[config.mk]
export PLATFORM = sky130hd
export DESIGN_NAME = ccip_polling_receiver
export DESIGN_NICKNAME = d
export VERILOG_FILES = /design/src/rtl/ccip_polling_receiver.sv
export SDC_FILE = /design/constraint.sdc
export NUM_CORES = 1
export LEC_CHECK = 0
export ABC_AREA = 1
export CAP_MARGIN = 10
export CELL_PAD_IN_SITES_DETAIL_PLACEMENT = 1
export CELL_PAD_IN_SITES_GLOBAL_PLACEMENT = 1
export CORE_AREA = 2 2 308 310
export DETAILED_ROUTE_END_ITERATION = 8
export DIE_AREA = 0 0 310 312
export PLACE_DENSITY = 0.55
export SYNTH_ARGS = -nofsm -noshare
export SYNTH_HDL_FRONTEND = slang
export SYNTH_SLANG_ARGS = --single-unit
[constraint.sdc]
create_clock -name clk -period 2.7 [get_ports clk]
set_input_delay 0.27 -clock clk [delete_from_list [all_inputs] [get_ports clk]]
set_output_delay 0.27 -clock clk [all_outputs]
set_load 0.02 [all_outputs]
[src/rtl/ccip_polling_receiver.sv]
// RX-ring poller: reads per-flow host rings round-robin over CCI-P c0 (one read in flight)
// and hands host-posted RPCs to the NIC core through a valid/ready port.
module ccip_polling_receiver #(
  parameter int NIC_ID            = 0,
  parameter int LMAX_NUM_OF_FLOWS = 1,
  parameter int LNUM_SLOTS        = 2,
  parameter int RPC_WIDTH         = 64
) (
  input  logic                         clk,
  input  logic                         reset,
  input  logic [LMAX_NUM_OF_FLOWS-1:0] number_of_flows,
  input  logic [41:0]                  rx_base_addr,
  input  logic                         start,
  input  logic                         sRx_c0TxAlmFull,
  output logic [74:0]                  sTx_c0,
  input  logic [542:0]                 sRx_c0,
  output logic [RPC_WIDTH-1:0]         rpc_out,
  output logic                         rpc_out_valid,
  output logic [LMAX_NUM_OF_FLOWS-1:0] rpc_flow_id_out,
  input  logic                         rpc_out_ready,
  output logic                         error,
  output logic [31:0]                  stat_polls,
  output logic [31:0]                  stat_rpcs
);

  // sTx_c0 is the packed t_if_ccip_c0_Tx {hdr[73:0], valid}; sRx_c0 is the packed
  // t_if_ccip_c0_Rx {hdr[27:0], data[511:0], rspValid, mmioRdValid, mmioWrValid}.
  localparam int MAX_FLOWS = 2 ** LMAX_NUM_OF_FLOWS;

  localparam logic [1:0] S_IDLE = 2'd0;
  localparam logic [1:0] S_REQ  = 2'd1;
  localparam logic [1:0] S_WAIT = 2'd2;
  localparam logic [1:0] S_OUT  = 2'd3;

  localparam logic [3:0] REQ_RDLINE_I = 4'h0;
  localparam logic [3:0] RSP_RDLINE   = 4'h0;
  localparam logic [1:0] VC_VH0       = 2'h2;
  localparam logic [1:0] CL_LEN_1     = 2'h0;

  logic [1:0]                   state;
  logic [LMAX_NUM_OF_FLOWS-1:0] flow_cnt;
  logic [LNUM_SLOTS-1:0]        head [MAX_FLOWS];
  logic [MAX_FLOWS-1:0]         phase;
  logic [2:0]                   quiet_cnt;

  logic                         rdline_rsp;
  logic                         flow_match;
  logic                         slot_full;
  logic [LMAX_NUM_OF_FLOWS-1:0] next_flow;
  logic [41:0]                  slot_addr;
  logic                         unused_ok;

  assign rdline_rsp = sRx_c0[2] && (sRx_c0[534:531] == RSP_RDLINE);
  assign flow_match = (sRx_c0[515 +: LMAX_NUM_OF_FLOWS] == flow_cnt);
  assign slot_full  = flow_match && (sRx_c0[514] == phase[flow_cnt]);
  // >= rather than == so a shrink of number_of_flows below flow_cnt still wraps to flow 0
  assign next_flow  = (flow_cnt >= number_of_flows) ? '0 : flow_cnt + 1'b1;
  assign slot_addr  = rx_base_addr + (42'(flow_cnt) << LNUM_SLOTS) + 42'(head[flow_cnt]);
  assign unused_ok  = ^{sRx_c0, NIC_ID != 0};

  always_ff @(posedge clk) begin
    if (reset) begin
      state           <= S_IDLE;
      flow_cnt        <= '0;
      phase           <= '1;
      quiet_cnt       <= 3'd4;
      sTx_c0          <= '0;
      rpc_out         <= '0;
      rpc_out_valid   <= 1'b0;
      rpc_flow_id_out <= '0;
      error           <= 1'b0;
      stat_polls      <= '0;
      stat_rpcs       <= '0;
      for (int i = 0; i < MAX_FLOWS; i++) head[i] <= '0;
    end else begin
      sTx_c0 <= '0;
      if (quiet_cnt != 3'd0) quiet_cnt <= quiet_cnt - 3'd1;
      case (state)
        S_IDLE: if (start) state <= S_REQ;
        S_REQ: begin
          if (!start) begin
            state <= S_IDLE;
          end else if (!sRx_c0TxAlmFull) begin
            sTx_c0     <= {VC_VH0, 2'b00, CL_LEN_1, REQ_RDLINE_I, 6'b0, slot_addr,
                           16'(flow_cnt), 1'b1};
            stat_polls <= stat_polls + 32'd1;
            state      <= S_WAIT;
          end
        end
        S_WAIT: begin
          if (rdline_rsp) begin
            if (!flow_match) error <= 1'b1;
            if (slot_full) begin
              rpc_out         <= sRx_c0[3 +: RPC_WIDTH];
              rpc_flow_id_out <= flow_cnt;
              rpc_out_valid   <= 1'b1;
              state           <= S_OUT;
            end else begin
              flow_cnt <= next_flow;
              state    <= S_REQ;
            end
          end
        end
        default: begin
          if (rpc_out_ready) begin
            head[flow_cnt] <= head[flow_cnt] + 1'b1;
            if (&head[flow_cnt]) phase[flow_cnt] <= ~phase[flow_cnt];
            stat_rpcs     <= stat_rpcs + 32'd1;
            flow_cnt      <= next_flow;
            rpc_out_valid <= 1'b0;
            state         <= S_REQ;
          end
        end
      endcase
      // Stray read responses are protocol errors, except stale ones landing just after reset
      if (rdline_rsp && state != S_WAIT && quiet_cnt == 3'd0) error <= 1'b1;
    end
  end

endmodule

# Word-level counts from Yosys, hierarchy flattened
# Memory sizes are Yosys's and may differ from the RTL's. A register that Yosys moved wholly into a read port is not among the register bits.
# Index checks and enable logic that the tools add are counted.
# totals
register_bits	214
mem_bits_rw	4
input_bits	591
out_inout_bits	206
elab_cells	103
mem_count	1
# memory_table
name	words	width	rd	rd_clocked_by_memory_dff	write_ports	line_no	rtl
head	2	2	1	1	2	42	logic [LNUM_SLOTS-1:0] head [MAX_FLOWS];
# classes
addsub	7
magnitude_cmp	3
eq_ne	11
mux	37
bitwise_logic	6
n_reduce_logical	26
# op_table
operator	n
$mux 75	1
$add 32x1->32 const B	2
$add 42x2->42	1
$add 42x3->42	1
$mux 1	24
$reduce_and 4->1	4
$mux 2	7
$ne 2x2->1 const B	5
$reduce_and 3->1	3
$not 1->1	6
$pmux 2 s3	1
$reduce_bool 2->1	3
$reduce_or 3->1	2
$logic_and 1x1->1	5
$logic_not 4->1	1
$pmux 1 s2	2
$reduce_bool 4->1	1
$reduce_or 2->1	2
$reduce_or 4->1	1
$logic_not 3->1	1
$ne 3x3->1 const B	1
$reduce_bool 3->1	1
$sub 3x1->3 const B	1
$add 2x1->2 const B	1
12 further kinds	13

# Longest topological paths before layout
# logic_depth
ltp_word	9
ltp_mapped	13
depth_no_buf	11

# Least setup slack after synthesis
# OpenSTA, ideal clock, no wires.
# synth_path
path_kind	reg-to-reg
start	reg with a tool-made name
end	reg sTx_c0[57]
setup_time_ps	128
arrival_ps	1877
required_time_ps	2572
setup_slack_ps	696
path_stages_with_launch	12
path_buffers	0
synth_period_minus_slack_ps	2004
path_cell_list	dfxtp_1 mux2_2 ha_1 fa_1 nand2_1 a21oi_2 nand2_1 nor2_4 nand3_1 nand2_1 nand2_1 nor2_1
# synth_lines
element	line_no	rtl
end signal, assigned	84	sTx_c0 <= {VC_VH0, 2'b00, CL_LEN_1, REQ_RDLINE_I, 6'b0, slot_addr,
end, declared	15	output logic [74:0] sTx_c0,

==> impl_summary.log <==
[metrics] outcome: finished clean
[metrics] core area: 93,000 um^2
[metrics] Setup Skew: 0.0146 ns
[metrics] CP Launch Type: flip-flop
[metrics] number of nets in the layout: ~2,200
[metrics] Die Width: 310 um
[metrics] static leakage: a little under 0.005 uW
[metrics] Sequential Area: 3800 um^2
[metrics] count of distinct cell types in the synthesized netlist: 48
[metrics] starting utilization of the core area: 0.0982
[metrics] r2r setup slk: 0.33 ns
[metrics] Hold/Removal Path Class: primary input to flip-flop
[metrics] Cell Chain, Critical Path: mux2_2 -> ha_1 -> fa_1 -> nand2_1 -> a21oi_2 -> nand2_1 -> nor2_4 -> buf_4 -> xnor2_1 -> nor2_1
[metrics] post-cts gate resize count: 0
[metrics] clock buffer count from CTS: 17
[metrics] final antenna-violating net count: 0
[metrics] maximum fanout encountered on the critical timing path: 6
[metrics] pre-CTS setup slack: around 0.18 ns
[metrics] number of register bits inferred by synthesis: 188
[metrics] post-detailed-placement half-perimeter wirelength: roughly 36 mm
[metrics] portion of the clock cycle consumed by the worst path in the final layout: 0.880
[metrics] number of enable flip-flop cells after synthesis: 4
[metrics] Hold Path End: sTx_c0[20]$_SDFF_PP0_
[metrics] wire length per cell: roughly 15 um
[metrics] layout filler cell count: roughly 11,000
[metrics] DRC violations left: 0
[metrics] Worst Path Buf+Inv: 1
[metrics] number of input and output port buffers inserted: around 290
[metrics] GP Congestion: slightly above 0.8
[metrics] launch instance of the worst min-delay path: reset
[metrics] data required time at the worst endpoint: 3.07 ns
[metrics] number of primary I/O pins: about 800
[metrics] Worst Tran Pin Value: about 0.5 ns
[metrics] Setup violations, final: 0
[metrics] Area growth syn-to-layout: 53.5%
[metrics] sequential cell area fraction in the yosys report: 0.416
[metrics] count of placed standard cells in the final layout, fillers left out: 2,893
[metrics] number of clock sinks seen by CTS: 188
[metrics] number of antenna violations at the first check in global routing: 10
[metrics] cell family contributing the most delay on the critical path: adder cells
[metrics] total congestion overflow: 0
[metrics] Clock Tree Root: sky130_fd_sc_hd__clkbuf_16
[metrics] highest achievable clock rate: 0.421 GHz
[metrics] number of buffers inserted by hold repair at cts: 0
[metrics] cell with the largest stage delay on the worst path: sky130_fd_sc_hd__fa_1
[metrics] most common flop cell mapped by yosys: sky130_fd_sc_hd__dfxtp_1
[metrics] hold_ws: 0.388 ns
[metrics] final critical delay including setup and external delays: 2.37 ns
[metrics] yosys warns: 0
[metrics] overall die height: 312 um
[metrics] largest net degree at the start of global routing: 86
[metrics] most common cell type on the critical path: sky130_fd_sc_hd__nand2_1
[metrics] DR vias/cell: 3.28
[metrics] depth of the CTS H-tree: 4
[metrics] remaining max-slew budget at the tightest pin: 0.663
[metrics] global-route wire length before repair: 63.6 mm
[metrics] Worst EP arrival: 2.75 ns
[metrics] clock transition at the registers of the reported paths: 0.09 ns
[metrics] cell count after synthesis: 1,324
[metrics] full die area: 96,700 um^2
[metrics] critical path class: flip-flop to flip-flop
[metrics] Clock Tree Buf Depth: 2
[metrics] iteration-0 DRC count of the detailed router: 389
[metrics] Vias: 9,503
[metrics] proportion of register bits with asynchronous set or reset after synthesis: 0
[metrics] total routing resource utilization after global routing: 0.0903
[metrics] number of global-route vias before repair: 9,485
[metrics] drt first pass iters: 4
[metrics] total negative slack: 0 ns
[metrics] Crit. End Element: flip-flop
[metrics] multi-input logic area: 4420 um^2
[metrics] IR Drop Worst-Case VDD: 0.000491 V
[metrics] Maximum Capacitance Violations: 0
[metrics] share of layout cells above drive strength 1: 0.0519
[metrics] Hold Crit Depth: 4
[metrics] unrepaired setup endpoints after global routing: no
[metrics] final-report hold violation count: 0
[metrics] insertion delay of the later-clocked pin in the worst-skew pair: just under 0.5 ns
[metrics] Syn Std Cell Area: a little over 9000 um^2
[metrics] Final Routed Wirelength: 44.2 mm
[metrics] pwr/cell area: 466 nW/um^2
[metrics] post-layout worst setup margin: 0.325 ns
[metrics] TritonCTS clock tree: built
[metrics] number of slew-limit violations in the final report: 0
[metrics] reg-to-reg critical path endpoint: sTx_c0[33]$_SDFF_PP0_
[metrics] Rows: 112
[metrics] post-CTS setup buffer count: 0
[metrics] number of placed instances with taps included: 2,860
[metrics] critical path's largest stage delay: between 0.4 and 0.5 ns
[metrics] Register-to-Register Path Depth: 10
[metrics] average instance area after synthesis: 6.90 um^2
[metrics by stage]
step	utilization	area [um^2]	power, uW
after floorplan	-	9250	3610
after global placement	0.145	13500	4060
after detailed placement	0.145	13500	4070
after CTS	0.151	14000	6700
after global routing	0.151	14000	6920
final	0.151	14000	6530
[placed cells by master, fill, tap and decap left out, types with 4 or more instances in the layout]
master	netlist	layout
sky130_fd_sc_hd__a21oi_1	56	56
sky130_fd_sc_hd__buf_4	33	24
sky130_fd_sc_hd__clkbuf_16	0	17
sky130_fd_sc_hd__clkdlybuf4s50_1	0	293
sky130_fd_sc_hd__clkinv_4	0	6
sky130_fd_sc_hd__clkinvlp_4	0	4
sky130_fd_sc_hd__conb_1	1	30
sky130_fd_sc_hd__dfxtp_1	184	184
sky130_fd_sc_hd__edfxtp_1	4	4
sky130_fd_sc_hd__ha_1	13	13
sky130_fd_sc_hd__inv_1	136	136
sky130_fd_sc_hd__nand2_1	240	240
sky130_fd_sc_hd__nand2_2	4	4
sky130_fd_sc_hd__nand3_1	63	63
sky130_fd_sc_hd__nand3b_1	8	8
sky130_fd_sc_hd__nand4_1	27	27
sky130_fd_sc_hd__nor2_1	329	329
sky130_fd_sc_hd__nor2_2	5	5
sky130_fd_sc_hd__nor3_1	21	21
sky130_fd_sc_hd__nor3b_1	7	7
sky130_fd_sc_hd__o21ai_0	95	95
sky130_fd_sc_hd__o21ai_1	12	12
sky130_fd_sc_hd__or2_2	4	4
sky130_fd_sc_hd__xnor2_1	8	8
sky130_fd_sc_hd__xor2_1	8	8
[state kept, by name, summed over array words and instances, names as in the netlist, named ones only]
signal	count
phase	2
flow_cnt	1
error	1
rpc_flow_id_out	1
sTx_c0	44
rpc_out_valid	1
stat_polls	32
stat_rpcs	32
rpc_out	64
state	2
head	4
quiet_cnt	3
[worst max-delay path by stage]
| stage | from | end | slack [ns] | cells after the start |
|---|---|---|---|---|
| finish | flip-flop | sTx_c0[33]$_SDFF_PP0_ | 0.33 | 10 |
| global route | flip-flop | sTx_c0[37]$_SDFF_PP0_ | 0.12 | 10 |
| CTS | flip-flop | sTx_c0[33]$_SDFF_PP0_ | 0.29 | 10 |
| detailed placement | rx_base_addr[0] | sTx_c0[45]$_SDFF_PP0_ | 0.18 | 10 |
| global placement | rx_base_addr[0] | sTx_c0[45]$_SDFF_PP0_ | 0.17 | 10 |
| floorplan | flip-flop | sTx_c0[57]$_SDFF_PP0_ | 0.70 | 11 |
[cell families after synthesis]
family	share of synthesized area
buf+inv	0.112
fa+ha+maj	0.0200
compound gates	0.102
flops	0.416
mux	0.00246
other cells	0.000410
xor+xnor	0.0171
simple gates	0.329
[worst min-delay path, cell delays in order]
cell and delay (ns):
sky130_fd_sc_hd__buf_2 0.22, sky130_fd_sc_hd__nor2_1 0.13, sky130_fd_sc_hd__inv_1 0.16, sky130_fd_sc_hd__a21oi_1 0.06
[cell type report]
| type | instances | share of cell area |
|---|---|---|
| multi-input cells | 959 | 0.315 |
| well taps | 1254 | 0.112 |
| clock inverters | 14 | 0.00839 |
| repair buffers | 320 | 0.225 |
| diodes | 1 | 0.000178 |
| inverters | 139 | 0.0375 |
| clock buffers | 18 | 0.0306 |
| flip-flops and latches | 188 | 0.271 |
[synth_stat cells, types with 12 or more instances]
master                     count  area (um^2)
sky130_fd_sc_hd__inv_1       136          510
sky130_fd_sc_hd__nand2_1     240          901
sky130_fd_sc_hd__o21ai_0      95          475
sky130_fd_sc_hd__a21oi_1      56          280
sky130_fd_sc_hd__nand4_1      27          169
sky130_fd_sc_hd__nand3_1      63          315
sky130_fd_sc_hd__clkbuf_1     13         48.8
sky130_fd_sc_hd__ha_1         13          163
sky130_fd_sc_hd__o21ai_1      12         60.1
sky130_fd_sc_hd__dfxtp_1     184         3680
sky130_fd_sc_hd__buf_4        33          248
sky130_fd_sc_hd__nor2_1      329         1230
sky130_fd_sc_hd__nor3_1       21          105
[layer usage]
| layer | vias to the layer above | track usage | part of all wire |
|---|---|---|---|
| met3 | 52 | 0.0411 | 0.10 |
| li1 | 4759 | - | - |
| met2 | 291 | 0.149 | 0.46 |
| met4 | 14 | 0.0267 | 0.015 |
| met1 | 4387 | 0.104 | 0.42 |
| met5 | - | 0 | 0.0024 |
[power by group]
part / internal, uW / switching (uW)
registers: 2860 / 67.5
logic: 444 / 619
clock network: 1200 / 1340
total: 4500 / 2020
Note: power is estimated with default switching activity, not from simulation.
